`src/rtl/pipe_stage_reg_if.sv`:
```
// Valid/ready channel bundle for pipe_stage_reg: upstream in_* and downstream out_* sides.
// Handshake: a word moves on a rising edge where valid && ready; valid must not depend on ready.
interface pipe_stage_reg_if #(
    parameter int WIDTH = 32
);
    logic             in_valid;
    logic             in_ready;
    logic [WIDTH-1:0] in_data;
    logic             in_halt;
    logic             out_valid;
    logic             out_ready;
    logic [WIDTH-1:0] out_data;
    logic             out_halt;

    modport slave (
        input  in_valid, in_data, in_halt, out_ready,
        output in_ready, out_valid, out_data, out_halt
    );

    modport master (
        output in_valid, in_data, in_halt, out_ready,
        input  in_ready, out_valid, out_data, out_halt
    );
endinterface

```
`src/rtl/pipe_stage_reg.sv`:
```
// Two-entry skid-buffer pipeline stage with per-word halt tag and sticky halted flag.
// Define PIPE_STAGE_FLUSH_EN to add the flush port that squashes all held words.
module pipe_stage_reg #(
    parameter int WIDTH = 32
) (
    input  logic                 CLK,
    input  logic                 RST,
    pipe_stage_reg_if.slave      bus,
`ifdef PIPE_STAGE_FLUSH_EN
    input  logic                 flush,
`endif
    output logic [1:0]           occupancy,
    output logic                 halted
);
    logic             main_v_q,    main_v_d;
    logic [WIDTH-1:0] main_data_q, main_data_d;
    logic             main_halt_q, main_halt_d;
    logic             skid_v_q,    skid_v_d;
    logic [WIDTH-1:0] skid_data_q, skid_data_d;
    logic             skid_halt_q, skid_halt_d;
    logic             halt_seen_q, halt_seen_d;
    logic             halted_q,    halted_d;

    logic flush_w;
    logic in_ready_w;
    logic accept;
    logic send;

`ifdef PIPE_STAGE_FLUSH_EN
    assign flush_w = flush;
`else
    assign flush_w = 1'b0;
`endif

    // in_ready comes only from registers so it never forms a combinational path from out_ready.
    assign in_ready_w = !skid_v_q && !halt_seen_q && !halted_q;
    assign accept     = bus.in_valid && in_ready_w;
    assign send       = main_v_q && bus.out_ready;

    always_comb begin
        main_v_d    = main_v_q;
        main_data_d = main_data_q;
        main_halt_d = main_halt_q;
        skid_v_d    = skid_v_q;
        skid_data_d = skid_data_q;
        skid_halt_d = skid_halt_q;
        halt_seen_d = halt_seen_q;
        halted_d    = halted_q || (send && main_halt_q);

        if (send && skid_v_q) begin
            main_data_d = skid_data_q;
            main_halt_d = skid_halt_q;
            skid_v_d    = 1'b0;
        end else if (accept && (!main_v_q || send)) begin
            main_v_d    = 1'b1;
            main_data_d = bus.in_data;
            main_halt_d = bus.in_halt;
        end else if (accept) begin
            skid_v_d    = 1'b1;
            skid_data_d = bus.in_data;
            skid_halt_d = bus.in_halt;
        end else if (send) begin
            main_v_d = 1'b0;
        end

        if (accept && bus.in_halt) begin
            halt_seen_d = 1'b1;
        end

        // A halt word already taken downstream keeps the stage frozen; an unsent one is squashed.
        if (flush_w) begin
            main_v_d = 1'b0;
            skid_v_d = 1'b0;
            if (!(halted_q || (send && main_halt_q))) begin
                halt_seen_d = 1'b0;
            end
        end
    end

    always_ff @(posedge CLK) begin
        if (RST) begin
            main_v_q    <= 1'b0;
            main_data_q <= '0;
            main_halt_q <= 1'b0;
            skid_v_q    <= 1'b0;
            skid_data_q <= '0;
            skid_halt_q <= 1'b0;
            halt_seen_q <= 1'b0;
            halted_q    <= 1'b0;
        end else begin
            main_v_q    <= main_v_d;
            main_data_q <= main_data_d;
            main_halt_q <= main_halt_d;
            skid_v_q    <= skid_v_d;
            skid_data_q <= skid_data_d;
            skid_halt_q <= skid_halt_d;
            halt_seen_q <= halt_seen_d;
            halted_q    <= halted_d;
        end
    end

    assign bus.in_ready  = in_ready_w;
    assign bus.out_valid = main_v_q;
    assign bus.out_data  = main_data_q;
    assign bus.out_halt  = main_halt_q;
    assign occupancy     = {1'b0, main_v_q} + {1'b0, skid_v_q};
    assign halted        = halted_q;
endmodule

```
`src/flat_wrapper.sv`:
```
// flat-port wrapper written by rule: the top's interface ports become plain ports
module pipe_stage_reg_flat 
#(
    parameter int WIDTH = 32
)
  (CLK, RST, occupancy, halted, bus_in_valid, bus_in_data, bus_in_halt, bus_out_ready, bus_in_ready, bus_out_valid, bus_out_data, bus_out_halt);
  pipe_stage_reg_if #(.WIDTH(WIDTH)) bus_i ();
  input  logic CLK;
  input  logic RST;
  output logic [1:0] occupancy;
  output logic halted;
  input wire logic [$bits(bus_i.in_valid)-1:0] bus_in_valid;
  input wire logic [$bits(bus_i.in_data)-1:0] bus_in_data;
  input wire logic [$bits(bus_i.in_halt)-1:0] bus_in_halt;
  input wire logic [$bits(bus_i.out_ready)-1:0] bus_out_ready;
  output wire logic [$bits(bus_i.in_ready)-1:0] bus_in_ready;
  output wire logic [$bits(bus_i.out_valid)-1:0] bus_out_valid;
  output wire logic [$bits(bus_i.out_data)-1:0] bus_out_data;
  output wire logic [$bits(bus_i.out_halt)-1:0] bus_out_halt;
  assign bus_i.in_valid = bus_in_valid;
  assign bus_i.in_data = bus_in_data;
  assign bus_i.in_halt = bus_in_halt;
  assign bus_i.out_ready = bus_out_ready;
  assign bus_in_ready = bus_i.in_ready;
  assign bus_out_valid = bus_i.out_valid;
  assign bus_out_data = bus_i.out_data;
  assign bus_out_halt = bus_i.out_halt;
  pipe_stage_reg #(.WIDTH(WIDTH)) u_core (.CLK(CLK), .RST(RST), .bus(bus_i), .occupancy(occupancy), .halted(halted));
endmodule
```
`config.mk`:
```
export PLATFORM = sky130hd
export DESIGN_NAME = pipe_stage_reg_flat
export DESIGN_NICKNAME = d
export VERILOG_FILES = /design/src/rtl/pipe_stage_reg_if.sv /design/src/rtl/pipe_stage_reg.sv /design/src/flat_wrapper.sv
export SDC_FILE = /design/constraint.sdc
export NUM_CORES = 1
export LEC_CHECK = 0
export CORE_MARGIN = 2
export CORE_UTILIZATION = 51
export CTS_BUF_LIST = sky130_fd_sc_hd__clkbuf_8
export CTS_CLUSTER_SIZE = 8
export DETAILED_ROUTE_END_ITERATION = 8
export PLACE_DENSITY = 0.83
export SLEW_MARGIN = 15
export SYNTH_ARGS = -nofsm -noshare
export SYNTH_HDL_FRONTEND = slang
export SYNTH_SLANG_ARGS = --single-unit
```
`constraint.sdc`:
```
create_clock -name CLK -period 2 [get_ports CLK]
set_clock_uncertainty 0.2 [all_clocks]
set_input_delay 0.3 -clock CLK [delete_from_list [all_inputs] [get_ports CLK]]
set_output_delay 0.3 -clock CLK [all_outputs]
set_load 0.01 [all_outputs]
```
==> run_summary.xml <==
<?xml version="1.0" encoding="UTF-8"?>
<metrics>
  <group name="layout">
    <metric name="mostFrequentLayoutCells" unit="">70 x sky130_fd_sc_hd__clkdlybuf4s50_1, 68 x sky130_fd_sc_hd__dfxtp_1, 35 x sky130_fd_sc_hd__nor2_1, 34 x sky130_fd_sc_hd__o21ai_0, 34 x sky130_fd_sc_hd__a21oi_1</metric>
    <metric name="num_antenna_cells" unit="">0</metric>
    <metric name="final_util" unit="">0.719</metric>
    <metric name="nFillCells" unit="">451</metric>
    <metric name="multi_input_comb_area" unit="mm^2">0.00161</metric>
    <metric name="layout_cell_share_with_drive_strength_beyond_1" unit="">0.188</metric>
    <metric name="sequential_cell_area" unit="mm^2">0.00141</metric>
    <metric name="area.growth.synth_to_final" unit="%">35.0</metric>
    <metric name="final_common_cell" unit="">sky130_fd_sc_hd__clkdlybuf4s50_1</metric>
    <metric name="finalNetCount" unit="">431</metric>
  </group>
  <group name="clock_network">
    <metric name="cts-buffers-inserted" unit="">9</metric>
    <metric name="cts.sink_count" unit="">70</metric>
    <metric name="tritoncts" unit="">yes</metric>
    <metric name="htree_levels" unit="">3</metric>
    <metric name="clk_latency_worst_skew_pair" unit="ns">0.35</metric>
    <metric name="ctsRootBufferMaster" unit="">sky130_fd_sc_hd__clkbuf_8</metric>
    <metric name="cts_post_setup_buffers_inserted" unit="">0</metric>
    <metric name="clock_path_buffers" unit="">2</metric>
    <metric name="clkSlewWorstSetupHoldPaths" unit="ns">0.07</metric>
  </group>
  <group name="die">
    <metric name="fp-row-count" unit="">28</metric>
    <metric name="floorplan.die_area" unit="mm^2">0.00690</metric>
    <metric name="floorplan.die.width" unit="um">83.1</metric>
    <metric name="core" unit="mm^2">0.00599</metric>
    <metric name="chipHeight" unit="um">83.1</metric>
    <metric name="io_pins" unit="">75</metric>
    <metric name="floorplan.initialDensity" unit="">0.532</metric>
  </group>
  <group name="critical_path">
    <metric name="timing.rr.end" unit="">u_core.bus.out_data[16]</metric>
    <metric name="slack_of_the_worst_reg_to_reg_path" unit="ns">0.11</metric>
    <metric name="setup.worst_path.start_class" unit="">input pin</metric>
    <metric name="worstReg2RegStart" unit="">u_core.skid_v_q</metric>
    <metric name="data_required_time_at_the_worst_endpoint" unit="ns">2.03</metric>
    <metric name="worstSetupStartpoint" unit="">bus_in_valid</metric>
    <metric name="crit_fanout" unit="">36</metric>
    <metric name="criticalPathCategory" unit="">input pin to register</metric>
    <metric name="timing.critical_path.to" unit="">u_core.skid_data_q[27]</metric>
    <metric name="critPathArrivalTime" unit="ns">1.95</metric>
    <metric name="worst-r2r-cell-count" unit="">4</metric>
    <metric name="setup.worst_path.end_class" unit="">register</metric>
  </group>
  <group name="logic_synthesis">
    <metric name="synthAdderAreaFrac" unit="">0.00392</metric>
    <metric name="synth-compound-area-share" unit="">0.264</metric>
    <metric name="synth_xor_xnor_area_share" unit="">0</metric>
    <metric name="synth_mux_area_frac" unit="">0.104</metric>
    <metric name="seq_total_area_yosys" unit="">0.439</metric>
    <metric name="synth_top_family_by_area" unit="">compound AO/OA/AOI/OAI gates</metric>
    <metric name="synth_area" unit="mm^2">0.00319</metric>
    <metric name="syn_inst" unit="">328</metric>
    <metric name="post_synth_main_area_contributors" unit="">sky130_fd_sc_hd__dfxtp_1 44%, sky130_fd_sc_hd__a221oi_2 14%, sky130_fd_sc_hd__mux2i_1 10%, sky130_fd_sc_hd__nand4_1 6.5%, sky130_fd_sc_hd__a21oi_1 5.5%</metric>
    <metric name="synth_simple_gate_area_frac" unit="">0.125</metric>
    <metric name="synthesis.nets" unit="">366</metric>
    <metric name="syn_area_per_cell" unit="um^2">9.72</metric>
    <metric name="netlist.top_cell.by_area" unit="">sky130_fd_sc_hd__dfxtp_1</metric>
    <metric name="synth.yosys.warnings" unit="">0</metric>
    <metric name="synth.ff_latch_count" unit="">70</metric>
    <metric name="netlist.area_leader.share" unit="">0.439</metric>
    <metric name="count_of_different_cell_masters_after_synthesis" unit="">26</metric>
  </group>
  <group name="sta">
    <metric name="worst_hold_slack" unit="ns">0.0908</metric>
    <metric name="drv_slew" unit="">0</metric>
    <metric name="hold_violations" unit="">0</metric>
    <metric name="timing.final.crit_period" unit="ns">1.93</metric>
    <metric name="timing.slew.headroom" unit="">0.708</metric>
    <metric name="setup_repair_after_global_routing_missed_its_margin" unit="">false</metric>
    <metric name="worst_pin_slew" unit="ns">0.438</metric>
    <metric name="timing.final.crit_share" unit="">0.963</metric>
    <metric name="achievable-frequency" unit="GHz">0.519</metric>
    <metric name="number_of_setup_violations_in_the_final_report" unit="">0</metric>
  </group>
  <group name="global_routing">
    <metric name="grt_pass1_vias" unit="">2817</metric>
    <metric name="largest_net_degree_at_the_start_of_global_routing" unit="">62</metric>
    <metric name="grt_first_pass_wirelength" unit="mm">14.0</metric>
    <metric name="antenna_found_initial" unit="">0</metric>
    <metric name="grt_overflow_total" unit="">0</metric>
    <metric name="grt_usage" unit="">0.250</metric>
  </group>
  <group name="detailed_routing">
    <metric name="first_iter_violations" unit="">225</metric>
    <metric name="vias" unit="">2896</metric>
    <metric name="drt_pass1_iterations" unit="">5</metric>
    <metric name="drc" unit="">0</metric>
    <metric name="postRouteWirelength" unit="mm">8.63</metric>
    <metric name="routed_wire_length_per_instance" unit="um">18.2</metric>
    <metric name="via_per_inst" unit="">6.12</metric>
    <metric name="detail-route-antenna-nets" unit="">0</metric>
  </group>
  <group name="pwr">
    <metric name="worst_ir_drop_vdd" unit="V">0.000611</metric>
    <metric name="finalPower" unit="W">0.00361</metric>
    <metric name="power.static_leakage" unit="nW">1.70</metric>
    <metric name="power_density" unit="mW/mm^2">839</metric>
  </group>
  <group name="flow_run">
    <metric name="max_cap_violations" unit="">0</metric>
  </group>
  <group name="outcome">
    <metric name="outcome" unit="">finished clean</metric>
  </group>
  <group name="worst_hold_path">
    <metric name="hp-class" unit="">input pin to register</metric>
    <metric name="holdCritStartpoint" unit="">RST</metric>
  </group>
  <group name="placed_design">
    <metric name="portBuffers" unit="">74</metric>
    <metric name="gp_congestion" unit="">0.741</metric>
    <metric name="post-dp-hpwl" unit="mm">5.24</metric>
  </group>
</metrics>
-- per-layer routing --
metal	up-vias	track usage	routed length (um)
li1	1363	-	-
met1	1411	0.325	3760
met2	106	0.402	4230
met3	16	0.0676	492
met4	0	0.0835	150
met5	-	0	0
-- cell usage after synthesis (all sizes together) --
cell type and count:
clkinv 1, nor2 35, dfxtp 70, and3 1
a31oi 3, a21oi 35, a221oi 33, nand3b 1
nand2 1, nand4 33, nand3 1, inv 1
buf 14, clkbuf 26, o21ai 34, or3 1
mux2i 33, or2 1, nor2b 1, nor3 1
or4b 1, ha 1
-- cells by family after synthesis --
| logic type | count (synthesis) |
|---|---|
| flip-flops | 70 |
| AND/OR/NAND/NOR | 77 |
| multiplexers | 33 |
| AO/OA/AOI/OAI | 105 |
| adder cells (fa/ha/maj) | 1 |
| buffers and inverters | 42 |
-- per-stage QoR --
step                      TNS, ns  cell area [um^2]  worst slack [ns]  std cells
after CTS                       0              4300           0.00806        473
after floorplan                 0              3190             0.125        328
after detailed placement   -15.04              4060            -0.385        457
final                           0              4310            0.0745        473
after global placement     -13.02              4060            -0.305        457
after global routing            0              4310            0.0358        473
-- worst min-delay path by stage --
stage	end	slack, ns	cells past startpoint
floorplan	u_core.skid_data_q[0]	0.25	2
global placement	u_core.skid_data_q[11]	0.26	2
detailed placement	u_core.skid_data_q[18]	0.27	2
CTS	u_core.bus.out_data[24]	0.08	2
global route	u_core.bus.out_data[24]	0.09	2
finish	u_core.bus.out_data[24]	0.09	2
-- sequential cells by signal, summed over array words and instances, names as in the netlist --
signal                cells
u_core.skid_data_q       32
u_core.bus.out_valid      1
u_core.skid_v_q           1
u_core.skid_halt_q        1
u_core.bus.out_halt       1
u_core.bus.out_data      32
u_core.halt_seen_q        1
u_core.halted             1
-- final cells by class --
| type | instances | area share |
|---|---|---|
| inverters | 2 | 0.00174 |
| repair buffers | 94 | 0.222 |
| well taps | 75 | 0.0218 |
| flip-flops and latches | 70 | 0.327 |
| multi-input cells | 216 | 0.374 |
| clock buffers | 11 | 0.0352 |
| clock inverters | 5 | 0.0189 |
-- power breakdown --
group	switching, W	total, W	internal (W)
sequential	0.0000614	0.00155	0.00149
clock	0.000551	0.00132	0.000770
combinational	0.000376	0.000742	0.000366
-- what timing repair did --
action,CTS,global route
gates resized for setup,6,2
gates cloned,0,0
setup endpoints to repair,4,7
hold buffers,0,0
-- worst max-delay path: stages --
cell	delay, ns
sky130_fd_sc_hd__clkdlybuf4s50_1	0.49
sky130_fd_sc_hd__buf_4	0.40
sky130_fd_sc_hd__nand3b_1	0.21
sky130_fd_sc_hd__buf_12	0.21
sky130_fd_sc_hd__o21ai_0	0.23
sky130_fd_sc_hd__a21oi_1	0.11
Note: power is estimated with default switching activity, not from simulation.
